### src/rtl/mult_hilo_ctrl.sv
// HI/LO back-end for MULT/MULTU: drives operand magnitudes to an external 32x32
// unsigned multiplier, waits LATENCY cycles, then commits the sign-corrected product.
// Optional macro MULT_HILO_ACC_EN adds the ACC input for MADD/MADDU accumulation.
module mult_hilo_ctrl #(
  parameter int DATA_WIDTH = 32,
  parameter int LATENCY    = 2
) (
  input  logic                  CLK,
  input  logic                  RST,
  input  logic                  START,
  input  logic                  SIGNED,
`ifdef MULT_HILO_ACC_EN
  input  logic                  ACC,
`endif
  input  logic [DATA_WIDTH-1:0] OP_A,
  input  logic [DATA_WIDTH-1:0] OP_B,
  output logic [DATA_WIDTH-1:0] MUL_A,
  output logic [DATA_WIDTH-1:0] MUL_B,
  input  logic [DATA_WIDTH-1:0] MUL_HI,
  input  logic [DATA_WIDTH-1:0] MUL_LO,
  input  logic                  MTHI,
  input  logic                  MTLO,
  input  logic [DATA_WIDTH-1:0] WDATA,
  output logic [DATA_WIDTH-1:0] HI,
  output logic [DATA_WIDTH-1:0] LO,
  output logic                  BUSY,
  output logic                  DONE
);

  localparam int         PW       = 2 * DATA_WIDTH;
  localparam logic [3:0] CNT_LOAD = 4'(LATENCY - 1);

  typedef enum logic [0:0] {S_IDLE = 1'b0, S_WAIT = 1'b1} state_t;

  state_t                state_q, state_d;
  logic [3:0]            cnt_q, cnt_d;
  logic                  neg_q, neg_d;
  logic [DATA_WIDTH-1:0] mul_a_q, mul_a_d;
  logic [DATA_WIDTH-1:0] mul_b_q, mul_b_d;
  logic [DATA_WIDTH-1:0] hi_q, hi_d;
  logic [DATA_WIDTH-1:0] lo_q, lo_d;
  logic                  done_q, done_d;
  logic [PW-1:0]         prod_s;
  logic [PW-1:0]         corr_s;
  logic [PW-1:0]         commit_s;
`ifdef MULT_HILO_ACC_EN
  logic                  acc_q, acc_d;
`endif

  // Two's-complement magnitude; 0x80000000 maps onto itself and is read as unsigned.
  function automatic logic [DATA_WIDTH-1:0] magnitude(input logic [DATA_WIDTH-1:0] x,
                                                       input logic sgn);
    if (sgn && x[DATA_WIDTH-1]) begin
      magnitude = ~x + DATA_WIDTH'(1);
    end else begin
      magnitude = x;
    end
  endfunction

  // Sign correction of the unsigned product, plus optional accumulate into {HI,LO}.
  always_comb begin
    prod_s = {MUL_HI, MUL_LO};
    if (neg_q) begin
      corr_s = ~prod_s + PW'(1);
    end else begin
      corr_s = prod_s;
    end
`ifdef MULT_HILO_ACC_EN
    if (acc_q) begin
      commit_s = {hi_q, lo_q} + corr_s;
    end else begin
      commit_s = corr_s;
    end
`else
    commit_s = corr_s;
`endif
  end

  // Next-state and datapath update.
  always_comb begin
    state_d = state_q;
    cnt_d   = cnt_q;
    neg_d   = neg_q;
    mul_a_d = mul_a_q;
    mul_b_d = mul_b_q;
    hi_d    = hi_q;
    lo_d    = lo_q;
    done_d  = 1'b0;
`ifdef MULT_HILO_ACC_EN
    acc_d   = acc_q;
`endif
    case (state_q)
      S_IDLE: begin
        // START wins over a same-cycle move; the move is simply dropped.
        if (START) begin
          mul_a_d = magnitude(OP_A, SIGNED);
          mul_b_d = magnitude(OP_B, SIGNED);
          neg_d   = SIGNED & (OP_A[DATA_WIDTH-1] ^ OP_B[DATA_WIDTH-1]);
          cnt_d   = CNT_LOAD;
          state_d = S_WAIT;
`ifdef MULT_HILO_ACC_EN
          acc_d   = ACC;
`endif
        end else begin
          if (MTHI) begin
            hi_d = WDATA;
          end else begin
            hi_d = hi_q;
          end
          if (MTLO) begin
            lo_d = WDATA;
          end else begin
            lo_d = lo_q;
          end
        end
      end
      S_WAIT: begin
        if (cnt_q != 4'd0) begin
          cnt_d = cnt_q - 4'd1;
        end else begin
          {hi_d, lo_d} = commit_s;
          done_d       = 1'b1;
          state_d      = S_IDLE;
        end
      end
      default: begin
        state_d = S_IDLE;
      end
    endcase
  end

  // State register; reset also aborts an in-flight multiply without a DONE pulse.
  always_ff @(posedge CLK) begin
    if (RST) begin
      state_q <= S_IDLE;
      cnt_q   <= 4'd0;
      neg_q   <= 1'b0;
      mul_a_q <= '0;
      mul_b_q <= '0;
      hi_q    <= '0;
      lo_q    <= '0;
      done_q  <= 1'b0;
`ifdef MULT_HILO_ACC_EN
      acc_q   <= 1'b0;
`endif
    end else begin
      state_q <= state_d;
      cnt_q   <= cnt_d;
      neg_q   <= neg_d;
      mul_a_q <= mul_a_d;
      mul_b_q <= mul_b_d;
      hi_q    <= hi_d;
      lo_q    <= lo_d;
      done_q  <= done_d;
`ifdef MULT_HILO_ACC_EN
      acc_q   <= acc_d;
`endif
    end
  end

  assign MUL_A = mul_a_q;
  assign MUL_B = mul_b_q;
  assign HI    = hi_q;
  assign LO    = lo_q;
  assign DONE  = done_q;
  assign BUSY  = (state_q == S_WAIT);

endmodule

### config.mk
export PLATFORM = sky130hd
export DESIGN_NAME = mult_hilo_ctrl
export DESIGN_NICKNAME = d
export VERILOG_FILES = /design/src/rtl/mult_hilo_ctrl.sv
export SDC_FILE = /design/constraint.sdc
export NUM_CORES = 1
export LEC_CHECK = 0
export CAP_MARGIN = 30
export CORE_ASPECT_RATIO = 1.1
export CORE_MARGIN = 3
export CORE_UTILIZATION = 46
export CTS_CLUSTER_SIZE = 12
export DETAILED_ROUTE_END_ITERATION = 7
export PLACE_DENSITY = 0.94
export REMOVE_ABC_BUFFERS = 1
export SLEW_MARGIN = 20
export SYNTH_ARGS = -nofsm -noshare
export SYNTH_HDL_FRONTEND = slang
export SYNTH_SLANG_ARGS = --single-unit
### constraint.sdc
create_clock -name CLK -period 3.35 [get_ports CLK]
set_clock_uncertainty 0.2 [all_clocks]
set_input_delay 0.67 -clock CLK [delete_from_list [all_inputs] [get_ports CLK]]
set_output_delay 0.67 -clock CLK [all_outputs]
set_load 0.1 [all_outputs]
After elaboration in Yosys (flattened, before gate mapping)
Index checks and enable logic that the tools add are counted.

word-level totals
  bits in registers = 135
  bits of input ports = 166
  output and inout port bits = 130
  word-level logic and storage cells = 50

operators by class
  add/subtract/negate cells = 4
  equal/unequal tests = 6
  muxes and demuxes = 18
  bitwise gates (word level) = 6
  reduce and logical (&&, ||, !) cells = 8

operators by type and width
  cell                     count
  $mux W32                 8
  $pmux W32 S2             2
  $add A32 B1 Y32 const B  2
  $add A64 B1 Y64 const B  1
  $mux W64                 1
  $not A32 Y32             2
  $not A64 Y64             1
  $ne A2 B2 Y1 const B     5
  $mux W4                  2
  $pmux W4 S2              1
  $reduce_and A3 Y1        2
  $reduce_and A2 Y1        2
  $reduce_bool A4 Y1       1
  $sub A4 B1 Y4 const B    1
  $mux W1                  3
  $logic_and A1 B1 Y1      2
  $ne A2 B1 Y1 const B     1
  $pmux W1 S2              1
  $reduce_or A2 Y1         1
  $and A1 B1 Y1            1
  $not A1 Y1               1
  $xor A1 B1 Y1            1

Longest topological paths before layout
  word-level depth = 5
  depth in mapped cells = 9
  mapped depth without buffers = 8

Least setup slack after synthesis
Ideal clock, no wire load.

  path kind = in2reg
  from = input port MUL_LO[24]
  to = register hi_q[31] (netlist: HI[31])
  setup time = 0.122 ns
  arrival time = 2.862 ns
  required time = 3.028 ns
  slack = 0.166 ns
  stages on the path = 8
  path buffers = 2
  cells stage by stage = or4_1 buf_2 nor4_4 nand4_4 or2_1 buf_6 or3_1 o311a_1

on the way
  word-level cells in the longest chain between the ends = 5

ends and longest elaborated chain
  item                  line  text
  from (decl)           20    input logic [DATA_WIDTH-1:0] MUL_LO,
  $not A64 Y64          64    corr_s = ~prod_s + PW'(1);
  $add A64 B1 Y64       64
  $mux W64              63    if (neg_q) begin
  $mux W32              118   if (cnt_q != 4'd0) begin
  $pmux W32 S2          92    case (state_q)
  to (signal assigned)  152   hi_q <= hi_d;
  to (decl)             40    logic [DATA_WIDTH-1:0] hi_q, hi_d;

Every way passes these cells. The select of a mux whose other input is x is not followed.
A chain may end at the register's enable or synchronous reset.

Final worst setup path
  from = input port MUL_LO[18]
  to = register hi_q[4] (netlist: HI[4])

Same word-level chain as after synthesis.

==> summary.md <==
| Metric | Value |
|---|---|
| Status | completed |
| Resize count post-CTS | 0 |
| Sequential share of the synthesized area | 32.7% |
| H-tree Lvls | 4 |
| Syn Inst Count | 1073 |
| Routed WL | 33.1 mm |
| Period utilization | 95.3% |
| Finish-stage setup viols | 0 |
| Relative slew slack | 47.4% |
| RSZ-0062 raised after global routing | false |
| Vias in the first global route | 9791 |
| Placer Congestion | 0.935 |
| Slowest cell delay on critical path | 590 ps |
| F_max | 313 MHz |
| Placed inst area | 11900 um2 |
| Slowest CP cell | or4_1 |
| Clock Latency Late Sink | 420 ps |
| CTS sink cnt | 135 |
| Share of cells above drive strength 1 | 21.9% |
| Warnings, synthesis | 0 |
| Cell variety after synth | 71 |
| Syn avg cell area | 7.71 um2 |
| Clk slew on worst S/H paths | 60 ps |
| Crit-path most repeated cell | buf_4 |
| Crit path DAT | 3310 ps |
| TritonCTS buffer count | 17 |
| Layout Utilization | 72.2% |
| Flop pwr share | 30.0% |
| Switching power of the nets | 2.72 mW |
| Slew @ Worst Pin | 786 ps |
| Max-cap viol count | 0 |
| Post-CTS Hold Buffers | 0 |
| CORE AREA | 17300 um2 |
| Worst hold-check path type | reg2reg |
| Vias | 10200 |
| Largest net degree at the start of global routing | 63 |
| Synth Cell Area | 8270 um2 |
| DRC | 0 |
| Pwr per Cell Area | 501 nW/um2 |
| ANT nets after route | 0 |
| Setup bufs post-CTS | 0 |
| Flops & latches, synth | 135 |
| GR Overflow Total | 0 |
| Leak | 4.84 nW |
| PortBufs | 295 |
| Die H | 147 um |
| Switching Fraction | 43.4% |
| Drt wl/cell | 19.6 um |
| Max clock buf depth | 2 |
| Critical setup path kind | in2reg |
| Synth Flop Type | dfxtp_1 |
| Critical Path End Type | flip-flop |
| P&R area growth vs syn | 51.2% |
| Final Hold Viols | 0 |
| Post-DP HPWL | 25.2 mm |
| Via density per instance | 6.05 |
| Antenna Cells | 0 |
| VDD IR max | 0.349 mV |
| IO Pins | 296 |
| Post-synth EDFFs | 0 |
| Drt pass-1 iters | 5 |
| Starting DRC count in detailed routing | 919 |
| Clock share of power | 29.1% |
| Worst-path cell chain | clkdlybuf4s50_1 > or4_1 > nor4_2 > buf_4 > nand2_1 > buf_4 > nor3_1 > buf_4 > a21oi_1 > a311oi_1 |
| Commonest non-fill, non-tap cells in the layout | buf_4 (260), nor2_1 (164), clkdlybuf4s50_1 (164), dfxtp_1 (134), a211oi_1 (70) |
| Asr flop ratio synth | 0% |
| Setup ws final | 159 ps |
| Slew Limit Fails | 0 |
| Die area | 19600 um2 |
| Worst Setup Start Kind | input pin |
| First-pass GRT wire length | 50.8 mm |
| Tmin final | 3190 ps |
| Pre-CTS setup slack | -225 ps |
| Comb power frac | 40.9% |
| Nets | 1613 |
| Initial antenna violation count | 3 |
| Root Driver | clkbuf_16 |
| Die Width | 134 um |
| Commonest non-fill, non-tap cell in the layout | buf_4 |
| CTS tree | done |
| Internal | 3.55 mW |
| CP required | 3460 ps |
| Max Fanout on Critical Path | 4 |
| Row count | 50 |
| Tot GR Track Use | 32.1% |
| Starting Density | 47.7% |
| Cell area after layout | 12500 um2 |
-- path summary, 6_finish.rpt --
check	startpoint	to	slack, ps	depth (start not counted)
hold / removal	LO[20]	LO[20]	260	1
setup reg to reg	cnt_q[0]	HI[4]	740	8
hold reg to reg	LO[20]	LO[20]	260	1
setup / recovery	MUL_LO[18]	HI[4]	160	10
-- cell type report --
class / count / area (um2)
multi-input combinational: 841 / 5210
fill: 1312 / 4830
timing repair buffer: 427 / 3650
sequential: 135 / 2700
clock buffer: 19 / 443
tap: 234 / 293
clock inverter: 13 / 121
inverter: 20 / 75.1
-- Yosys cell counts, drive strengths merged, types with 8 or more instances --
cell type	instances	area, um2
o21ai	59	295
nand4	9	71.3
clkbuf	69	270
a21oi	67	335
o211ai	8	60.1
o41ai	10	87.6
nand2	69	259
xor2	39	342
a221oi	16	140
nor3	50	262
nor2	164	616
a31oi	14	87.6
dfxtp	135	2700
buf	8	47.5
nand3	16	85.1
nor3b	8	60.1
a211oi	70	526
xnor2	54	473
or3	23	148
nor4	24	171
a311oi	11	96.3
inv	20	75.1
or4	18	136
o31ai	16	120
-- state kept, by name (all words and copies together), names as in the netlist --
register,count
BUSY,1
MUL_A,32
DONE,1
MUL_B,32
neg_q,1
LO,32
cnt_q,4
HI,32
-- critical path: cells and delay by family --
family	cells	cell delay [ps]
buf+inv	4	960
compound gates	2	320
simple gates	4	1340
-- routing by layer --
metal  vias to the layer above  track usage [%]  wire (um)
met5                         -                0         33
met4                         6             13.3       1440
met3                       116             8.89       3360
met2                       671             56.7      16300
met1                      4716             36.3      12000
li1                       4710                -          -
-- cells by family after synthesis --
logic type               after synthesis  synth area share [%]
flip-flops                           135                  32.7
buffers and inverters                 97                  4.75
multiplexers                           6                 0.726
AO/OA/AOI/OAI                        320                  26.2
AND/OR/NAND/NOR                      417                  25.0
adder cells (fa/ha/maj)                5                 0.756
XOR/XNOR                              93                  9.85
-- power by group through the flow --
stage | Clock [mW] | Combinational (mW) | Sequential (mW)
6_report | 1.83 | 2.56 | 1.88
5_1_grt | 1.92 | 2.67 | 1.89
4_1_cts | 1.84 | 2.55 | 1.88
3_5_place_dp | 0 | 2.54 | 1.91
3_3_place_gp | 0 | 2.51 | 1.90
2_1_floorplan | 0 | 0.554 | 3.04
-- metrics by stage --
| step | instances | setup TNS, ps | total power [mW] | hold WS, ps |
|---|---|---|---|---|
| final | 1689 | 0 | 6.27 | 262 |
| after global routing | 1689 | 0 | 6.48 | 284 |
| after CTS | 1689 | 0 | 6.26 | 264 |
| after detailed placement | 1657 | -3100 | 4.45 | 249 |
| after global placement | 1657 | -2100 | 4.41 | 240 |
| after floorplan | 996 | -476480 | 3.59 | 256 |
Note: power is estimated with default switching activity, not from simulation.
